<file path="src/rtl/alu8_cmd_issue_stage.sv">
// alu8_cmd_issue_stage: command FIFO plus a two-stage issue/response pipeline
// in front of a purely combinational 8-bit ALU.
//
// Ports:
//   clk, rst                 clock (rising edge), async active-high reset
//   cmd_valid/cmd_ready      command handshake (cmd_ready is combinational)
//   cmd_opcode/a/b/shift     command payload
//   alu_opcode/input1/input2/shiftValue  registered drives into the ALU (stage D)
//   alu_result/alu_carryFlag combinational ALU outputs
//   rsp_valid/rsp_ready      response handshake (stage R)
//   rsp_result/carry/err/tag captured response payload
//   fifo_count               entries currently held in the command FIFO
module alu8_cmd_issue_stage #(
  parameter int unsigned DEPTH = 4,
  parameter int unsigned WIDTH = 8,
  parameter int unsigned TAG_W = 4
) (
  input  logic                     clk,
  input  logic                     rst,
  input  logic                     cmd_valid,
  output logic                     cmd_ready,
  input  logic [3:0]               cmd_opcode,
  input  logic [WIDTH-1:0]         cmd_a,
  input  logic [WIDTH-1:0]         cmd_b,
  input  logic [4:0]               cmd_shift,
  output logic [3:0]               alu_opcode,
  output logic [WIDTH-1:0]         alu_input1,
  output logic [WIDTH-1:0]         alu_input2,
  output logic [4:0]               alu_shiftValue,
  input  logic [WIDTH-1:0]         alu_result,
  input  logic                     alu_carryFlag,
  output logic                     rsp_valid,
  input  logic                     rsp_ready,
  output logic [WIDTH-1:0]         rsp_result,
  output logic                     rsp_carry,
  output logic                     rsp_err,
  output logic [TAG_W-1:0]         rsp_tag,
  output logic [$clog2(DEPTH):0]   fifo_count
);

  localparam int unsigned OP_W  = 4;
  localparam int unsigned SH_W  = 5;
  localparam int unsigned PTR_W = $clog2(DEPTH);
  localparam int unsigned CNT_W = $clog2(DEPTH) + 1;
  localparam int unsigned ENT_W = OP_W + 2 * WIDTH + SH_W + TAG_W;

  // Field offsets inside a FIFO entry {opcode, a, b, shift, tag}
  localparam int unsigned SH_LSB = TAG_W;
  localparam int unsigned B_LSB  = SH_LSB + SH_W;
  localparam int unsigned A_LSB  = B_LSB + WIDTH;
  localparam int unsigned OP_LSB = A_LSB + WIDTH;

  localparam logic [OP_W-1:0] OP_ADD     = 4'd0;
  localparam logic [OP_W-1:0] OP_SUB     = 4'd1;
  localparam logic [OP_W-1:0] OP_MAX_LEG = 4'd9;

  typedef enum logic {
    ST_EMPTY = 1'b0,
    ST_FULL  = 1'b1
  } stage_t;

  stage_t d_state, d_state_nxt;
  stage_t r_state, r_state_nxt;

  logic [ENT_W-1:0] mem [DEPTH];
  logic [PTR_W-1:0] wr_ptr;
  logic [PTR_W-1:0] rd_ptr;
  logic [TAG_W-1:0] tag_cnt;
  logic [TAG_W-1:0] d_tag;
  logic [ENT_W-1:0] head;

  logic d_v;
  logic fifo_nonempty;
  logic push;
  logic d_load;
  logic r_load;

  assign d_v           = (d_state == ST_FULL);
  assign rsp_valid     = (r_state == ST_FULL);
  assign fifo_nonempty = (fifo_count != '0);
  assign head          = mem[rd_ptr];

  // Handshake and stage-load decisions; d_load doubles as the FIFO pop
  assign r_load    = d_v && (!rsp_valid || rsp_ready);
  assign d_load    = fifo_nonempty && (!d_v || r_load);
  assign cmd_ready = (fifo_count < CNT_W'(DEPTH)) || d_load;
  assign push      = cmd_valid && cmd_ready;

  // Stage next-state logic (each stage is simply EMPTY or FULL)
  always_comb begin
    d_state_nxt = d_state;
    r_state_nxt = r_state;
    if (d_load) begin
      d_state_nxt = ST_FULL;
    end else if (r_load) begin
      d_state_nxt = ST_EMPTY;
    end
    if (r_load) begin
      r_state_nxt = ST_FULL;
    end else if (rsp_valid && rsp_ready) begin
      r_state_nxt = ST_EMPTY;
    end
  end

  // Stage state registers
  always_ff @(posedge clk or posedge rst) begin
    if (rst) begin
      d_state <= ST_EMPTY;
      r_state <= ST_EMPTY;
    end else begin
      d_state <= d_state_nxt;
      r_state <= r_state_nxt;
    end
  end

  // FIFO storage; contents need no reset since pointers/count define validity
  always_ff @(posedge clk) begin
    if (push) begin
      mem[wr_ptr] <= {cmd_opcode, cmd_a, cmd_b, cmd_shift, tag_cnt};
    end
  end

  // FIFO pointers, occupancy and sequence tag counter
  always_ff @(posedge clk or posedge rst) begin
    if (rst) begin
      wr_ptr     <= '0;
      rd_ptr     <= '0;
      fifo_count <= '0;
      tag_cnt    <= '0;
    end else begin
      if (push) begin
        wr_ptr  <= wr_ptr + PTR_W'(1);
        tag_cnt <= tag_cnt + TAG_W'(1);
      end
      if (d_load) begin
        rd_ptr <= rd_ptr + PTR_W'(1);
      end
      case ({push, d_load})
        2'b10:   fifo_count <= fifo_count + CNT_W'(1);
        2'b01:   fifo_count <= fifo_count - CNT_W'(1);
        default: fifo_count <= fifo_count;
      endcase
    end
  end

  // Issue stage D: registered drive into the combinational ALU
  always_ff @(posedge clk or posedge rst) begin
    if (rst) begin
      alu_opcode     <= '0;
      alu_input1     <= '0;
      alu_input2     <= '0;
      alu_shiftValue <= '0;
      d_tag          <= '0;
    end else if (d_load) begin
      alu_opcode     <= head[OP_LSB +: OP_W];
      alu_input1     <= head[A_LSB +: WIDTH];
      alu_input2     <= head[B_LSB +: WIDTH];
      alu_shiftValue <= head[SH_LSB +: SH_W];
      d_tag          <= head[TAG_W-1:0];
    end
  end

  // Response stage R: capture ALU output; carry only meaningful for ADD/SUB
  always_ff @(posedge clk or posedge rst) begin
    if (rst) begin
      rsp_result <= '0;
      rsp_carry  <= 1'b0;
      rsp_err    <= 1'b0;
      rsp_tag    <= '0;
    end else if (r_load) begin
      rsp_tag <= d_tag;
      if (alu_opcode > OP_MAX_LEG) begin
        rsp_err    <= 1'b1;
        rsp_result <= '0;
        rsp_carry  <= 1'b0;
      end else begin
        rsp_err    <= 1'b0;
        rsp_result <= alu_result;
        rsp_carry  <= ((alu_opcode == OP_ADD) || (alu_opcode == OP_SUB)) ? alu_carryFlag : 1'b0;
      end
    end
  end

endmodule

</file>
<file path="config.mk">
export PLATFORM = sky130hd
export DESIGN_NAME = alu8_cmd_issue_stage
export DESIGN_NICKNAME = d
export VERILOG_FILES = /design/src/rtl/alu8_cmd_issue_stage.sv
export SDC_FILE = /design/constraint.sdc
export NUM_CORES = 1
export LEC_CHECK = 0
export BUFFER_PORTS_ARGS = -buffer_cell sky130_fd_sc_hd__buf_2
export CAP_MARGIN = 0
export CORE_AREA = 3 3 152 95
export CTS_BUF_LIST = sky130_fd_sc_hd__clkbuf_4 sky130_fd_sc_hd__clkbuf_8
export DETAILED_ROUTE_END_ITERATION = 8
export DIE_AREA = 0 0 155 98
export PLACE_DENSITY = 0.71
export REMOVE_ABC_BUFFERS = 1
export SLEW_MARGIN = 25
export SYNTH_ARGS = -nofsm -noshare
export SYNTH_HDL_FRONTEND = slang
export SYNTH_SLANG_ARGS = --single-unit
</file>
<file path="constraint.sdc">
create_clock -name clk -period 2.7 [get_ports clk]
set_input_delay 0.27 -clock clk [delete_from_list [all_inputs] [get_ports clk]]
set_output_delay 0.27 -clock clk [all_outputs]
set_load 0.005 [all_outputs]
</file>
## After elaboration in Yosys (flattened, before gate mapping)

Memory sizes are Yosys's and may differ from the RTL's. A register that Yosys moved wholly into a read port is not among the register bits.
Index checks and enable logic that the tools add are counted.

| operators by class | value |
|---|---|
| equal/unequal tests | 3 |
| reductions and logical operators | 15 |
| $add $sub $neg | 5 |
| $lt $le $gt $ge | 2 |
| muxes and demuxes | 11 |

Operators with widths:

| kind | number |
|---|---|
| 2-to-1 mux 1 bit | 9 |
| 2-to-1 mux 8 bit | 1 |
| one-hot mux 3 bit (2 select lines) | 1 |
| nonzero test 2 bit | 3 |
| adder 2 x 1 -> 2 bit (second input constant) | 2 |
| adder 4 x 1 -> 4 bit (second input constant) | 1 |
| == test 4 x 1 -> 1 bit (second input constant) | 1 |
| greater-than comparator 4 bit (second input constant) | 1 |
| logical AND 1 bit | 4 |
| zero test 4 bit | 1 |
| logical OR 1 bit | 4 |
| adder 3 x 1 -> 3 bit (second input constant) | 1 |
| less-than comparator 3 bit (second input constant) | 1 |
| nonzero test 3 bit | 1 |
| subtractor 3 x 1 -> 3 bit (second input constant) | 1 |
| == test 2 x 1 -> 1 bit (second input constant) | 1 |
| == test 2 bit (second input constant) | 1 |
| zero test 1 bit | 2 |

| storage, ports and cells | value |
|---|---|
| input port bits | 38 |
| bits in writable memories | 116 |
| output and inout port bits | 44 |
| memories | 1 |
| bits in registers | 27 |

Memory list:

| memory | depth | width | rd ports | clocked after Yosys merged registers in | wr ports | line | RTL |
|---|---|---|---|---|---|---|---|
| mem | 4 | 29 | 1 | 1 | 1 | 65 | `logic [ENT_W-1:0] mem [DEPTH];` |

## Depth between registers and ports, before layout

Gate-level depths: netlist of run 1.

| logic depth | value |
|---|---|
| depth in word-level cells | 9 |
| mapped depth | 9 |

## Worst setup path before layout of run 1

Ideal clock, no wire load.

| path | value |
|---|---|
| kind | register to register |
| start point | register r_state, in the netlist rsp_valid |
| end point | register fifo_count[2] |
| cell stages (with the launch flop) | 10 |
| arrival | 1.968 ns |
| slack | 0.653 ns |
| data required time | 2.621 ns |
| clock period less this slack | 2.047 ns |
| buffers on the path | 1 |
| library setup time | 0.079 ns |
| cells stage by stage | dfrtp_1 -> nor2b_1 -> a21oi_2 -> buf_4 -> ha_1 -> inv_1 -> fa_1 -> xor2_1 -> nor2_1 -> xor2_1 |

| between the ends | value |
|---|---|
| longest elaborated chain between the ends | 9 |
| elaborated cells on any way between the ends | 11 |
| those cells by class | eq/ne: 2; mux: 1; reduce/logical: 8 |

RTL lines:

| element | line | RTL |
|---|---|---|
| start, declared | 63 | `stage_t r_state, r_state_nxt;` |
| start signal, assigned | 112 | `r_state <= r_state_nxt;` |
| zero test 1 bit (*) | 84 | `assign r_load = d_v && (!rsp_valid \|\| rsp_ready);` |
| logical OR 1 bit (*) | 84 |  |
| logical AND 1 bit (*) | 84 |  |
| logical OR 1 bit (*) | 85 | `assign d_load = fifo_nonempty && (!d_v \|\| r_load);` |
| logical AND 1 bit (*) | 85 |  |
| net d_load | 75 | `logic d_load;` |
| logical OR 1 bit | 86 | `assign cmd_ready = (fifo_count < CNT_W'(DEPTH)) \|\| d_load;` |
| logical AND 1 bit | 87 | `assign push = cmd_valid && cmd_ready;` |
| == test 2 x 1 -> 1 bit / == test 2 bit (equally long branches) | 138 | `case ({push, d_load})` |
| one-hot mux 3 bit (2 select lines) / nonzero test 2 bit (equally long branches) | - |  |
| end signal, assigned | 139 | `2'b10: fifo_count <= fifo_count + CNT_W'(1);` |
| end signal, assigned | 140 | `2'b01: fifo_count <= fifo_count - CNT_W'(1);` |
| end signal, assigned | 141 | `default: fifo_count <= fifo_count;` |
| end, declared | 38 | `output logic [$clog2(DEPTH):0] fifo_count` |

The timed path passes the listed nets; every way through them passes the cells marked *.
A chain may end at the register's enable or synchronous reset.

## Worst setup path in the final report of run 1

| path | value |
|---|---|
| start point | register d_state |
| end point | register fifo_count[2] |

| between the ends | value |
|---|---|
| longest elaborated chain between the ends | 7 |
| elaborated cells on any way between the ends | 10 |
| those cells by class | eq/ne: 2; mux: 1; reduce/logical: 7 |

RTL lines:

| element | line | RTL |
|---|---|---|
| start, declared | 62 | `stage_t d_state, d_state_nxt;` |
| start signal, assigned | 111 | `d_state <= d_state_nxt;` |
| zero test 1 bit / logical AND 1 bit (equally long branches) | 85, 84 |  |
| logical OR 1 bit (*) | 85 |  |
| logical AND 1 bit (*) | 85 |  |
| logical OR 1 bit | 86 |  |
| logical AND 1 bit | 87 |  |
| == test 2 x 1 -> 1 bit / == test 2 bit (equally long branches) | 138 |  |
| one-hot mux 3 bit (2 select lines) / nonzero test 2 bit (equally long branches) | - |  |

Every way passes the cells marked *; elsewhere a longest branch is shown, timed or not.

==> summary.md, run 1 <==
| Metric | Value |
|---|---|
| Finished Cell Area | `7660 µm²` |
| Final Max Slew Viols | `0` |
| Reg2reg setup slack | `0.54 ns` |
| Die ar. | `15,200 µm²` |
| Fin crit share | `80.0%` |
| Final Non-Filler Cells | `587` |
| Die Ht | `98 µm` |
| Final WS setup | `0.541 ns` |
| Final Skew | `0.0102 ns` |
| Vias in the first global route | `3,413` |
| Largest family of logic cells by synthesized area | `multiplexers` |
| DP Area | `7200 µm²` |
| Setup bufs post-CTS | `0` |
| Clk_lat worst skew | `0.44 ns` |
| Final Hold Fails | `0` |
| Util after Layout | `59.2%` |
| Mapped Cells | `305` |
| CTS Hold Bufs | `1` |
| Status | `finished clean` |
| Post-synth top cells | `edfxtp_1 (116), dfrtp_1 (56), mux2_4 (28), mux4_2 (28), a22o_1 (8)` |
| First-pass GRT wire length | `18.8 mm` |
| Largest stage delay on the critical path | `0.51 ns` |
| Post-synthesis compound-gate area fraction | `1.51%` |
| Via count | `3,123` |
| DRT iter0 DRCs | `129` |
| Async S/R FF share, synth | `32.6%` |
| RSZ-0062 raised after global routing | `no` |
| Via-to-Cell Ratio | `5.32` |
| WHS Endpoint | `mem[0][6]` |
| H-tree levels | `4` |
| Worst min path class | `input pin to register` |
| Total track usage | `16.5%` |
| Total power | `8.65 mW` |
| Slew @ Worst Pin | `0.740 ns` |
| Worst-case clock buffer depth | `2` |
| Cell Area, Synth | `6560 µm²` |
| Pre-Repair DR Iteration Count | `4` |
| CORE AREA | `12,900 µm²` |
| Multiplexer area fraction after synthesis | `17.8%` |
| Main synth FF type | `edfxtp_1` |
| R2R cell count | `8` |
| Synth warnings | `0` |
| CP Class | `register to register` |
| IR drop worst, VDD | `0.000499 V` |
| Die X-Extent | `155 µm` |
| Initial Utilization | `50.7%` |
| Wirelength per Cell | `19.9 µm` |
| Mean post-synth cell area | `21.5 µm²` |
| Hold Crit Depth | `1` |
| Power per cell area | `1130 nW/µm²` |
| Final ANT Viol Nets | `0` |
| Pre-CTS WS | `0.582 ns` |
| Sequential share of the synthesized area | `74.5%` |
| Family with the most delay on the worst path | `simple AND/OR/NAND/NOR gates` |
| Num CTS Buffers | `17` |
| DRC violations left | `0` |
| Total wire length | `11.7 mm` |
| Xor-xnor portion of the synthesized cell area | `1.20%` |
| Worst Path Arrival | `2.53 ns` |
| CTS tree | `yes` |
| Clk root buf | `clkbuf_8` |
| Clock transition at path regs | `0.09 ns` |
| Post-CTS resize count | `0` |
| Crit path launch type | `register` |
| Rel. slew slack | `50.6%` |
| CP bufs+invs | `1` |
| Port Buffers | `81` |
| Synth area leaders | `edfxtp_1 (53%), dfrtp_1 (21%), mux4_2 (9.6%), mux2_4 (6.4%), mux2_2 (1.2%)` |
| Achievable Freq | `463 MHz` |
| Yosys cell types | `31` |
| Placed cells | `554` |
| Worst path most repeated cell | `xor2_1` |
| Min cycle time layout | `2.16 ns` |
| I/O pins | `82` |
| Synth top area share | `53.1%` |
| Synth-to-Final Area Change | `16.8%` |
| Final GP Congestion | `0.751` |
| Hold_ws | `0.0327 ns` |
| Initial antenna violation count | `0` |
| Static Leak | `3.00 nW` |
| Clk sinks | `172` |
| Rows | `32` |
| Aggregate global routing overflow | `0` |
| Cell with the most instances after synthesis | `edfxtp_1` |
| Post-synthesis simple-gate area fraction | `1.97%` |
| R2R Path Start | `d_state` |
| Critical path peak fanout | `8` |
| Worst Setup End Kind | `register` |
| # diodes | `0` |
| Detailed Place HPWL | `7.33 mm` |
| Maxcap violations | `0` |
| Number of synthesized flops with an enable pin | `116` |
| CP max-delay cell | `dfrtp_1` |
| Setup TNS Final | `0 ns` |
| HP Start | `cmd_shift[2]` |
| CP required | `3.07 ns` |
| Register bit total from synthesis | `172` |
| Final setup fails | `0` |
| Worst-path cell chain | `nand4b_2 > nand2_1 > ha_1 > inv_1 > fa_1 > xor2_1 > nor2_1 > xor2_1` |
| Post-Synth Adder-Cell Area | `1.45%` |
| Reg-to-reg endpoint | `fifo_count[2]` |
| Fraction of layout instances using a drive strength above 1 | `46.5%` |
| Largest net degree at the start of global routing | `34` |
| Fin nets | `449` |
| Biggest area consumer among synthesized cells | `edfxtp_1` |
## sequential cells by signal, summed over array words and instances, names as in the netlist, 4 cells and up
signal and cells:
rsp_tag 4, alu_input1 8, mem 116, d_tag 4, alu_shiftValue 5, tag_cnt 4, alu_input2 8, rsp_result 8
alu_opcode 4
## kinds of logic (layout without fill, tap and decap cells)
logic type	count (synthesis)	in the layout
mux	65	65
fa+ha+maj	7	7
compound gates	13	13
simple gates	21	21
flops	172	172
xor+xnor	9	9
buf+inv	18	130
## worst max path at each step
stage | depth (start not counted) | end | startpoint | slack [ns]
5_1_grt | 8 | fifo_count[2] | d_state | 0.39
3_5_place_dp | 8 | fifo_count[2] | d_state | 0.58
2_1_floorplan | 8 | fifo_count[2] | rsp_valid | -0.47
6_report | 8 | fifo_count[2] | d_state | 0.54
4_1_cts | 8 | fifo_count[2] | d_state | 0.55
3_3_place_gp | 8 | fifo_count[2] | d_state | 0.65
## placed cells by master, fill, tap and decap left out, types with 5 or more instances in the layout
master	instances
ha_1	6
edfxtp_1	116
mux2_2	7
buf_4	7
buf_2	81
mux2_4	28
xnor2_1	5
inv_1	6
mux4_2	28
dfrtp_1	55
a22o_1	8
clkbuf_8	18
## worst register-to-register path, stage by stage, from the launching register on
cell	delay (ns)
dfrtp_1	0.51
nand4b_2	0.24
nand2_1	0.26
ha_1	0.22
inv_1	0.06
fa_1	0.38
xor2_1	0.16
nor2_1	0.12
xor2_1	0.15
## metal layers
metal / part of all wire [%] / global-route usage [%]
met1: 45 / 21.5
met2: 49 / 26.7
met3: 5.3 / 4.61
met4: 1.3 / 6.31
met5: 0 / 0
## report_power, final
part	total (mW)	internal (mW)	switching (mW)
clock	1.97	1.05	0.922
combinational	2.56	1.49	1.07
sequential	4.11	3.64	0.470
total	8.65	6.19	2.46
## cell type report
type,count,area [µm²]
Sequential cell,172,4890
Tap cell,170,213
Inverter,7,26.3
Clock inverter,13,191
Multi-Input combinational cell,115,1580
Fill cell,961,5270
Clock buffer,19,255
Timing Repair Buffer,91,508
(Power assumes the default switching activity.)
==> run 2, diff against run 1 <==
PLACE_DENSITY = 0.73   (was 0.71)
clock period = 1.76 ns   (was 2.7 ns; I/O delays follow)
==> summary.md, run 2 (synthesis results as in run 1) <==
| Metric | Value |
|---|---|
| Aggregate global routing overflow | `0 (unchanged)` |
| Clock transition at path regs | `0.09 ns (about the same)` |
| Power per cell area | `1630 nW/µm² (+44%)` |
| Num CTS Buffers | `17 (unchanged)` |
| DRC violations left | `0 (unchanged)` |
| Fin crit share | `102% (+22 points)` |
| Min cycle time layout | `1.79 ns (-0.371 ns)` |
| Worst-case clock buffer depth | `2 (unchanged)` |
| Largest stage delay on the critical path | `0.40 ns (-0.11 ns)` |
| Port Buffers | `81 (unchanged)` |
| Clk_lat worst skew | `0.43 ns (about the same)` |
| Setup TNS Final | `-0.0551 ns (-0.0551 ns)` |
| Final Skew | `0.0140 ns (+0.00376 ns)` |
| Commonest non-fill, non-tap cell in the layout | `edfxtp_1` |
| Initial antenna violation count | `0 (unchanged)` |
| Sw frac | `29.4% (+0.89 points)` |
| Switching power | `3.92 mW (+59%)` |
| Crit path launch type | `register` |
| Clk sinks | `172 (unchanged)` |
| FILL cells | `875 (-8.9%)` |
| CP bufs+invs | `1 (unchanged)` |
| Die ar. | `15,200 µm² (unchanged)` |
| Power share of the sequential group | `46.5% (-1.0 points)` |
| Detailed Place HPWL | `7.72 mm (+5.4%)` |
| Worst Setup End Kind | `register` |
| Placed cells | `570 (+2.9%)` |
| First-pass GRT wire length | `19.3 mm (+2.8%)` |
| Via count | `3,283 (+5.1%)` |
| Wirelength per Cell | `18.9 µm (-5.0%)` |
| Final Hold Fails | `0 (unchanged)` |
| Total wire length | `12.1 mm (+2.9%)` |
| # diodes | `0 (unchanged)` |
| Finished Cell Area | `8200 µm² (+7.0%)` |
| DRT iter0 DRCs | `162 (+26%)` |
| Worst path most repeated cell | `xor2_1` |
| Worst Path Arrival | `2.15 ns (-0.38 ns)` |
| Worst-path cell chain | `nor2b_4 > a21oi_4 > ha_4 > inv_2 > fa_2 > xor2_1 > nor2_1 > xor2_1` |
| Violated checks | `negative setup slack` |
| Final GP Congestion | `0.746 (-0.57%)` |
| CP startpoint | `rsp_valid` |
| Storage cell area | `4890 µm² (unchanged)` |
| Number of flip-flops in the largest register | `116 (unchanged)` |
| H-tree levels | `4 (unchanged)` |
| Area occupied by multi-input gates | `1620 µm² (+2.3%)` |
| Clk root buf | `clkbuf_8` |
| Die Ht | `98 µm (unchanged)` |
| Hold_ws | `0.0778 ns (+0.0451 ns)` |
| Fin nets | `498 (+11%)` |
| Critical path peak fanout | `2 (-6)` |
| CP Class | `register to register` |
| Final Non-Filler Cells | `636 (+8.3%)` |
| Rows | `32 (unchanged)` |
| Clock power frac | `19.6% (-3.2 points)` |
| Final setup fails | `2 (+2)` |
| Internal power | `9.42 mW (+52%)` |
| Achievable Freq | `559 MHz (+21%)` |
| CP max-delay cell | `dfrtp_1` |
| Final WS setup | `-0.0279 ns (-0.569 ns)` |
| CP required | `2.12 ns (-0.95 ns)` |
| CORE AREA | `12,900 µm² (unchanged)` |
| DP Area | `7440 µm² (+3.2%)` |
| Fraction of layout instances using a drive strength above 1 | `46.4% (-0.17 points)` |
| Comb power frac | `33.9% (+4.2 points)` |
| Initial Utilization | `50.7% (unchanged)` |
| R2R Path Start | `rsp_valid` |
| Slew @ Worst Pin | `0.614 ns (-0.126 ns)` |
| Static Leak | `3.23 nW (+7.8%)` |
| Worst min path class | `input pin to register` |
| Rel. slew slack | `59.0% (+8.5 points)` |
| Final ANT Viol Nets | `0 (unchanged)` |
| Total track usage | `16.8% (+0.32 points)` |
| I/O pins | `82 (unchanged)` |
| Maxcap violations | `0 (unchanged)` |
| Final Max Slew Viols | `0 (unchanged)` |
| Family with the most delay on the worst path | `adder cells` |
| RSZ-0062 raised after global routing | `yes` |
| Vias in the first global route | `3,584 (+5.0%)` |
| Via-to-Cell Ratio | `5.16 (-3.0%)` |
| IR drop worst, VDD | `0.000656 V (+32%)` |
| Die X-Extent | `155 µm (unchanged)` |
| Commonest cells after routing, fill and taps aside | `edfxtp_1 (116), buf_2 (81), dfrtp_1 (55)` |
| Largest register by flop count | `mem` |
| Largest net degree at the start of global routing | `31 (-8.8%)` |
| Status | `finished, violations left` |
| Pre-Repair DR Iteration Count | `4 (unchanged)` |
| CTS tree | `yes` |
| Synth-to-Final Area Change | `25.0%` |
| HP Start | `cmd_valid` |
==> run 2: changes by cell type in the layout (fill, tap and decap cells not counted), sizes merged <==
cell	previous run	this run
dlygate4sd3	1	34
buf	90	106
clkinv	4	5
inv	9	12
bufinv	4	1
clkbuf	19	18
==> run 2: path summary, 6_finish.rpt <==
kind / end / slack (ns) / cells after the start
min in group asynchronous: rsp_tag[1] / 0.32 / 3
setup / recovery: fifo_count[2] / -0.03 / 8
hold / removal: tag_cnt[2] / 0.08 / 3
max in group asynchronous: rd_ptr[0] / 0.90 / 4
setup reg to reg: fifo_count[2] / -0.03 / 8
hold reg to reg: rsp_result[0] / 0.51 / 1
==> run 2: final cells by class <==
type	instances	area share, %
Tap cell	170	2.60
Inverter	7	0.321
Sequential cell	172	59.6
Multi-Input combinational cell	115	19.7
Timing Repair Buffer	140	13.1
Clock buffer	18	3.02
Clock inverter	14	1.65
==> run 2: power groups by stage <==
stage	sequential, mW	clock, mW	combinational [mW]
after global routing	6.34	2.88	4.89
final	6.20	2.62	4.51
after global placement	6.21	0	4.35
after detailed placement	6.27	0	4.49
after floorplan	6.39	0	2.53
after CTS	6.22	2.69	4.59
==> run 2: worst register-to-register path, stage by stage, from the launching register on <==
cell,delay (ns)
dfrtp_1,0.40
nor2b_4,0.14
a21oi_4,0.17
ha_4,0.17
inv_2,0.04
fa_2,0.35
xor2_1,0.15
nor2_1,0.14
xor2_1,0.15
==> run 2: metal layers <==
metal	share of wire [%]	vias up	wire length (µm)	global-route usage (%)
li1	-	1500	-	-
met1	47	1690	5610	24.0
met2	48	82	5800	26.3
met3	4.5	11	546	4.47
met4	0.78	0	94	4.27
met5	0	-	0	0
==> run 2: timing repair <==
item,in CTS,in global routing
hold buffers,34,0
buffers inserted,1,0
endpoints found under the setup margin,2,30
hold endpoints to repair,127,0
gates resized for setup,9,0
pin swaps,6,1
==> run 2: metrics by stage <==
step / power (mW) / setup slack, ns / util, %
after floorplan: 8.92 / -1.41 / -
after global placement: 10.6 / 0.0316 / 57.5
after detailed placement: 10.8 / -0.0931 / 57.5
after CTS: 13.5 / -0.0193 / 63.4
after global routing: 14.1 / -0.0859 / 63.4
final: 13.3 / -0.0279 / 63.4
==> run 3, diff against run 2 <==
ABC_AREA = 1   (was unset)
CORE_AREA = 3 3 160 100   (was 3 3 152 95)
CTS_BUF_LIST = unset   (was sky130_fd_sc_hd__clkbuf_4 sky130_fd_sc_hd__clkbuf_8)
DIE_AREA = 0 0 163 103   (was 0 0 155 98)
PLACE_DENSITY = 0.72   (was 0.73)
==> summary.md, run 3 <==
| Metric | Value |
|---|---|
| Min cycle time layout | `1.70 ns (-0.0833 ns)` |
| Wirelength per Cell | `14.0 µm (-26%)` |
| Final WS setup | `0.0554 ns (+0.0833 ns)` |
| Routing usage on met2 | `29.6% (+3.4 points)` |
| Cell with the most instances after synthesis | `nand2_1` |
| Setup TNS Final | `0 ns (+0.0551 ns)` |
| Slew @ Worst Pin | `0.437 ns (-0.177 ns)` |
| Cell Area, Synth | `7220 µm² (+10%)` |
| Achievable Freq | `587 MHz (+4.9%)` |
| Initial antenna violation count | `1 (+1)` |
| Power per cell area | `1680 nW/µm² (+3.2%)` |
| Most used routing layer | `met2` |
| Detailed Place HPWL | `9.31 mm (+21%)` |
| Critical path peak fanout | `3 (+1)` |
| DRT iter0 DRCs | `354 (+120%)` |
| Async S/R FF share, synth | `32.6% (unchanged)` |
| Met1 GRT Util | `26.3% (+2.4 points)` |
| CP Class | `register to register` |
| Final Skew | `0.0195 ns (+0.00558 ns)` |
| Final setup fails | `0 (-2)` |
| Synth warnings | `0 (unchanged)` |
| Rows | `34 (+6.3%)` |
| Clk root buf | `clkbuf_16` |
| Static Leak | `4.43 nW (+37%)` |
| Aggregate global routing overflow | `0 (unchanged)` |
| Worst Path Arrival | `2.01 ns (-0.14 ns)` |
| Yosys cell types | `21 (-32%)` |
| Worst Setup End Kind | `register` |
| Clock transition at path regs | `0.07 ns (-0.02 ns)` |
| Sequential share of the synthesized area | `67.6% (-6.9 points)` |
| Mapped Cells | `724 (+140%)` |
| H-tree levels | `4 (unchanged)` |
| Synth-to-Final Area Change | `25.2%` |
| I/O pins | `82 (unchanged)` |
| Final Max Slew Viols | `0 (unchanged)` |
| Maxcap violations | `0 (unchanged)` |
| Num CTS Buffers | `17 (unchanged)` |
| Number of flip-flops in the largest register | `116 (unchanged)` |
| Sw frac | `36.8% (+7.4 points)` |
| Clk sinks | `172 (unchanged)` |
| Biggest area consumer among synthesized cells | `edfxtp_1` |
| Register bit total from synthesis | `172 (unchanged)` |
| Final ANT Viol Nets | `0 (unchanged)` |
| Die Ht | `103 µm (+5.1%)` |
| Synth top area share | `48.2% (-4.9 points)` |
| Number of synthesized flops with an enable pin | `116 (unchanged)` |
| Crit path launch type | `register` |
| Commonest non-fill, non-tap cell in the layout | `nand2_1` |
| Via count | `5,007 (+53%)` |
| Comb power frac | `34.6% (+0.7 points)` |
| Status | `finished clean` |
| CP required | `2.06 ns (-0.06 ns)` |
| Worst min path class | `input pin to register` |
| CORE AREA | `14,500 µm² (+12%)` |
| Rel. slew slack | `70.9% (+12 points)` |
| Synth area leaders | `edfxtp_1 (48%), dfrtp_1 (19%), nand2_1 (15%), inv_1 (7.1%), nand3_1 (4.3%)` |
| Total track usage | `18.7% (+1.9 points)` |
| Power share of the sequential group | `40.4% (-6.1 points)` |
| Worst-case clock buffer depth | `2 (unchanged)` |
| First-pass GRT wire length | `24.2 mm (+25%)` |
| Final GP Congestion | `0.781 (+4.6%)` |
| Commonest cells after routing, fill and taps aside | `nand2_1 (292), inv_1 (132), edfxtp_1 (116)` |
| Vias in the first global route | `4,879 (+36%)` |
| IR drop worst, VDD | `0.000890 V (+36%)` |
| Met3 usage | `4.26% (-0.22 points)` |
| Fin crit share | `96.9% (-4.7 points)` |
| Mean post-synth cell area | `9.98 µm² (-54%)` |
| Largest net degree at the start of global routing | `34 (+9.7%)` |
| Port Buffers | `81 (unchanged)` |
| Die X-Extent | `163 µm (+5.2%)` |
| DRC violations left | `0 (unchanged)` |
| Post-synth top cells | `nand2_1 (293), inv_1 (137), edfxtp_1 (116)` |
| Clk_lat worst skew | `0.43 ns (about the same)` |
| Fin nets | `908 (+82%)` |
| Initial Utilization | `49.9% (-0.77 points)` |
| Fraction of layout instances using a drive strength above 1 | `18.8% (-28 points)` |
| Largest register by flop count | `mem` |
| Total wire length | `15.1 mm (+25%)` |
| Main synth FF type | `edfxtp_1` |
| Pre-CTS WS | `0.0282 ns (+0.121 ns)` |
| Via-to-Cell Ratio | `4.66 (-9.8%)` |
| Final Hold Fails | `0 (unchanged)` |
| Internal power | `9.60 mW (+1.9%)` |
| Switching power | `5.59 mW (+43%)` |
| Pre-Repair DR Iteration Count | `5 (+1)` |
| Clock power frac | `25.0% (+5.4 points)` |
| CTS tree | `yes` |
| Die ar. | `16,800 µm² (+11%)` |
run 3: cell types whose count changed after synthesis, moves of 17 or more:
cell / change
nand2_1: +289
inv_1: +130
nand3_1: +60
mux2_4: -28
mux4_2: -28
buf_2: +17
run 3: power by group through the flow:
stage               Clock (mW)  Combinational [mW]  Sequential (mW)
detailed placement           0                5.11             6.20
floorplan                    0                2.78             6.39
finish                    3.79                5.26             6.14
CTS                       3.85                5.24             6.13
global placement             0                5.01             6.16
global route              4.03                5.98             6.26
run 3: per-layer routing:
layer  vias to the layer above  part of all wire (%)
met5                         -                     0
met3                        15                   5.5
met4                         0                   1.0
li1                       2508                     -
met1                      2357                    48
met2                       127                    45
run 3: worst paths after layout:
check	depth (start not counted)	slack, ns	endpoint	from
max in group asynchronous	5	0.79	rd_ptr[0]	rst
worst max register to register	8	0.06	fifo_count[2]	fifo_count[2]
worst max-delay path	8	0.06	fifo_count[2]	fifo_count[2]
worst min-delay path	3	0.04	tag_cnt[0]	cmd_valid
worst min register to register	2	0.47	alu_input2[6]	alu_input2[6]
min in group asynchronous	3	0.29	alu_input1[7]	rst
run 3: cells by family after synthesis:
| logic type | Yosys count | share of synthesized area, % |
|---|---|---|
| xor+xnor | 5 | 0.606 |
| compound gates | 5 | 0.346 |
| fa+ha+maj | 7 | 1.32 |
| buf+inv | 166 | 9.53 |
| simple gates | 369 | 20.6 |
| flops | 172 | 67.6 |
run 3: final cells by class:
class | instances | area, µm²
diodes | 1 | 2.50
clock buffers | 17 | 425
clock inverters | 15 | 199
fillers | 1139 | 5420
inverters | 138 | 518
multi-input cells | 386 | 1710
flip-flops and latches | 172 | 4890
well taps | 198 | 248
repair buffers | 148 | 1060
run 3: timing repair:
action,in CTS,in global routing
buffers inserted,1,1
setup endpoints to repair,1,1
hold buffers,34,0
hold endpoints to repair,115,0
pin swaps,0,2
gates cloned,0,0
gates resized for setup,0,10
run 3: stage by stage:
| stage | instance area [µm²] | hold WS, ns | power [mW] | instances | utilization (%) |
|---|---|---|---|---|---|
| 6_report | 9040 | 0.0406 | 15.2 | 1075 | 62.5 |
| 5_1_grt | 9040 | 0.0495 | 16.3 | 1075 | 62.5 |
| 4_1_cts | 9000 | 0.0199 | 15.2 | 1073 | 62.2 |
| 3_5_place_dp | 8030 | 0.194 | 11.3 | 1006 | 55.5 |
| 3_3_place_gp | 8030 | 0.195 | 11.2 | 1006 | 55.5 |
| 2_1_floorplan | 7050 | 0.275 | 9.17 | 696 | - |
run 3: worst max-delay path, stage by stage (launching register included):
cell and delay [ns]:
dfrtp_1 0.40, nand4_1 0.16, nand2_2 0.13, ha_4 0.14, inv_2 0.04, fa_2 0.38
nand2_1 0.07, nand3b_1 0.09, xor2_1 0.18
